## src/rtl/lab2q_sysid_rd_ctr.sv

```systemverilog
// Read counters: latency down-counter and stall up-counter.
// Terminal counts tell the FSM when to capture or abort.
module lab2q_sysid_rd_ctr #(
  parameter int TIMEOUT = 255
) (
  input  logic       clock,
  input  logic       reset_n,
  input  logic       lat_load,
  input  logic [1:0] lat_val,
  input  logic       lat_en,
  input  logic       wait_en,
  input  logic       wait_clr,
  output logic       lat_tc,
  output logic       wait_tc
);

  localparam logic [15:0] WAIT_LAST = 16'(TIMEOUT - 1);

  logic [1:0]  lat_cnt;
  logic [15:0] wait_cnt;

  // latency countdown, loaded on read accept
  always_ff @(posedge clock or negedge reset_n) begin
    if (!reset_n) begin
      lat_cnt <= '0;
    end else if (lat_load) begin
      lat_cnt <= lat_val;
    end else if (lat_en && lat_cnt != 2'd0) begin
      lat_cnt <= lat_cnt - 2'd1;
    end
  end

  // consecutive stall cycles of the current read
  always_ff @(posedge clock or negedge reset_n) begin
    if (!reset_n) begin
      wait_cnt <= '0;
    end else if (wait_clr) begin
      wait_cnt <= '0;
    end else if (wait_en) begin
      wait_cnt <= wait_cnt + 16'd1;
    end
  end

  assign lat_tc  = (lat_cnt == 2'd0);
  assign wait_tc = (wait_cnt == WAIT_LAST);

endmodule

```

## config.mk

```make
export PLATFORM = sky130hd
export DESIGN_NAME = lab2q_sysid_rd_ctr
export DESIGN_NICKNAME = d
export VERILOG_FILES = /design/src/rtl/lab2q_sysid_rd_ctr.sv
export SDC_FILE = /design/constraint.sdc
export NUM_CORES = 1
export LEC_CHECK = 0
export CORE_MARGIN = 2
export CORE_UTILIZATION = 30
export CTS_BUF_LIST = sky130_fd_sc_hd__clkbuf_4
export DETAILED_ROUTE_END_ITERATION = 12
export GPL_TIMING_DRIVEN = 0
export SYNTH_ARGS = -nofsm -noshare
export SYNTH_HDL_FRONTEND = slang
export SYNTH_SLANG_ARGS = --single-unit
```

## constraint.sdc

```tcl
create_clock -name clock -period 4 [get_ports clock]
set_input_delay 0.4 -clock clock [delete_from_list [all_inputs] [get_ports clock]]
set_output_delay 0.4 -clock clock [all_outputs]
set_load 0.01 [all_outputs]
```

==> impl_metrics.sql <==
INSERT INTO impl_metrics (metric_group, metric, value, unit) VALUES
('critical_path', 'timing.critical_path.max_delay_family', 'simple AND/OR/NAND/NOR gates', ''),
('global_route', 'grt_util_all_layers', '11.4', '%'),
('global_route', 'overflow_left_after_global_routing', '0', ''),
('detailed_routing', 'totalWireLength', '1780', 'um'),
('finish', 'layout_overhead_on_the_synthesized_area', '16.0', '%'),
('power_and_ir_drop', 'p_leak', '0.466', 'nW'),
('synth', 'synth_net_count', '109', ''),
('hold_path', 'min_from', 'wait_clr', ''),
('critical_path', 'timing.reg2reg.setup_slack', '2350', 'ps'),
('critical_path', 'path_max_fanout', '4', ''),
('floorplanning', 'floorplan.die_area', '3610', 'um^2'),
('power_and_ir_drop', 'pwr_density_cell', '294', 'nW/um^2'),
('power_and_ir_drop', 'power_frac_comb', '12.6', '%'),
('detailed_routing', 'initial_drt_pass_iterations', '4', ''),
('synth', 'synth_cell_type_count', '25', ''),
('detailed_routing', 'first_iter_violations', '39', ''),
('clock_tree', 'tritoncts_clock_tree', 'yes', ''),
('timing', 'fin_skew', '8.83', 'ps'),
('power_and_ir_drop', 'peakVddDrop', '0.0000891', 'V'),
('global_route', 'first_global_vias', '708', ''),
('clock_tree', 'worstSkewPairLatency', '290', 'ps'),
('hold_path', 'hold_path_end', 'wait_cnt[14]', ''),
('finish', 'multi_input_area', '453', 'um^2'),
('clock_tree', 'clk_slew_on_worst_s_h_paths', '110', 'ps'),
('synth', 'post_synth.cell_area_avg', '9.63', 'um^2'),
('floorplanning', 'placementRows', '20', ''),
('timing', 'totalNegativeSetupSlack', '0', 'ps'),
('floorplanning', 'io-pin-count', '10', ''),
('timing', 'worst_pin_slew', '813', 'ps'),
('power_and_ir_drop', 'power.share.switching', '24.6', '%'),
('clock_tree', 'clock_tree.root_cell', 'sky130_fd_sc_hd__clkbuf_4', ''),
('placement', 'io_buffer_count', '7', ''),
('timing', 'maxClockFrequency', '336', 'MHz'),
('detailed_routing', 'detail_route.wl_per_cell', '11.6', 'um'),
('power_and_ir_drop', 'power.total', '0.322', 'mW'),
('detailed_routing', 'detail_route.vias_per_cell', '4.68', ''),
('timing', 'timing.final.crit_period', '2970', 'ps'),
('floorplanning', 'die_span_y', '60.1', 'um'),
('synth', 'yosys.area.top_type', 'sky130_fd_sc_hd__dfrtp_1', ''),
('floorplanning', 'placeableCoreArea', '3030', 'um^2'),
('power_and_ir_drop', 'pwr-share-clk', '28.1', '%'),
('run_status', 'status', 'finished, final reports clean', ''),
('timing', 'min_period_over_period', '74.3', '%'),
('detailed_routing', 'route.antenna.remaining_nets', '0', ''),
('run', 'maxCapViolations', '0', ''),
('floorplanning', 'dieWidth', '60.1', 'um'),
('synth', 'synth_warnings', '0', ''),
('finish', 'insertedDiodeCount', '0', ''),
('critical_path', 'crit_arrival', '2570', 'ps'),
('clock_tree', 'cts.path.max_buffers', '2', ''),
('clock_tree', 'holdBufCountCts', '0', ''),
('detailed_routing', 'dr_total_vias', '716', ''),
('critical_path', 'crit_path_start_kind', 'flop', ''),
('synth', 'synth-seq-area-share', '47.7', '%'),
('critical_path', 'regToRegEndpoint', 'wait_cnt[15]', ''),
('clock_tree', 'post_cts_setup_buffer_count', '0', ''),
('clock_tree', 'cts.sinks', '18', ''),
('critical_path', 'r2r_cells', '5', ''),
('timing', 'relSlewSlack', '45.6', '%'),
('synth', 'ys_top_cells_by_area', 'sky130_fd_sc_hd__dfrtp_1 (48%), sky130_fd_sc_hd__xor2_1 (10%), sky130_fd_sc_hd__nor2_1 (5.6%)', ''),
('power_and_ir_drop', 'cellInternalPower', '0.243', 'mW'),
('detailed_routing', 'total_drc_errors_in_the_routed_layout', '0', ''),
('placement', 'gp_congestion', '0.738', ''),
('clock_tree', 'tritoncts.num_buffers', '3', ''),
('critical_path', 'worstPathBufferInverterCount', '2', ''),
('synth', 'postSynthRegisterBits', '18', ''),
('finish', 'fin_nets', '121', ''),
('timing', 'drv_slew', '0', ''),
('critical_path', 'crit-reg2reg-launch', 'wait_cnt[5]', ''),
('hold_path', 'hold_depth', '2', ''),
('critical_path', 'critical_path_cell_count', '6', '');
[synth_stat cells (all sizes together)]
library cell and number:
or4 1, nand2b 1, nand3 5, clkbuf 3, buf 3, or4b 1, dfrtp 18, a21oi 4
o21ai 5, ha 3, inv 3, a211oi 1, nor2 14, nand2 5, xor2 11, nor4 1
or3 3, o2111a 1, and2 2, and4 1, and3 2, nand4 8, xnor2 2
[cell type report]
type	instances	area share [%]
Inverter	3	1.03
Clock buffer	3	2.06
Multi-Input combinational cell	71	41.4
Buffer	6	2.63
Timing Repair Buffer	7	6.40
Clock inverter	1	0.343
Sequential cell	18	41.1
Tap cell	44	5.03
[layout by cell type, fill, tap and decap left out, types with 4 or more instances in the layout]
cell type / count
sky130_fd_sc_hd__clkdlybuf4s50_1: 7
sky130_fd_sc_hd__nand3_1: 5
sky130_fd_sc_hd__nor2_1: 14
sky130_fd_sc_hd__dfrtp_1: 18
sky130_fd_sc_hd__xor2_1: 11
sky130_fd_sc_hd__nand4_1: 8
sky130_fd_sc_hd__a21oi_1: 4
sky130_fd_sc_hd__nand2_1: 5
sky130_fd_sc_hd__o21ai_1: 5
[worst max-delay path by stage]
stage	from	end	slack (ps)
finish	wait_cnt[0]	wait_tc	1030
global route	wait_cnt[0]	wait_tc	910
CTS	wait_cnt[0]	wait_tc	990
detailed placement	wait_cnt[0]	wait_tc	1330
global placement	wait_cnt[0]	wait_tc	1380
floorplan	wait_cnt[0]	wait_tc	1900
[power groups by stage]
stage / sequential (mW) / clock [mW] / combinational [mW]
after global placement: 0.194 / 0 / 0.0398
final: 0.191 / 0.0906 / 0.0404
after global routing: 0.192 / 0.0971 / 0.0471
after detailed placement: 0.195 / 0 / 0.0412
after CTS: 0.191 / 0.0944 / 0.0416
after floorplan: 0.194 / 0 / 0.0242
[through the flow]
step / cells / setup slack [ps] / hold WS (ps) / cell area, um^2
after floorplan: 98 / 1900 / 104 / 943
after global placement: 149 / 1380 / 519 / 1070
after detailed placement: 149 / 1330 / 531 / 1070
after CTS: 153 / 994 / 324 / 1090
after global routing: 153 / 910 / 331 / 1090
final: 153 / 1030 / 328 / 1090
[kinds of logic (layout without fill, tap and decap cells)]
| group | count (synthesis) | in the layout | synth area share (%) |
|---|---|---|---|
| AND/OR/NAND/NOR | 44 | 44 | 25.2 |
| buffers and inverters | 9 | 20 | 4.24 |
| flip-flops | 18 | 18 | 47.7 |
| AO/OA/AOI/OAI | 11 | 11 | 6.76 |
| XOR/XNOR | 13 | 13 | 12.1 |
| adder cells (fa/ha/maj) | 3 | 3 | 3.98 |
[per-layer routing]
metal / vias up / global-route usage [%] / share of wire, %
li1: 364 / - / -
met1: 345 / 15.3 / 47
met5: - / 0 / 0
met3: 0 / 1.30 / 1.9
met4: 0 / 5.71 / 0
met2: 7 / 18.0 / 52
[flip-flops by register name, indices dropped and copies added (netlist names)]
register / cells
lat_cnt: 2
wait_cnt: 16
Power figures use the tool's default switching activity.
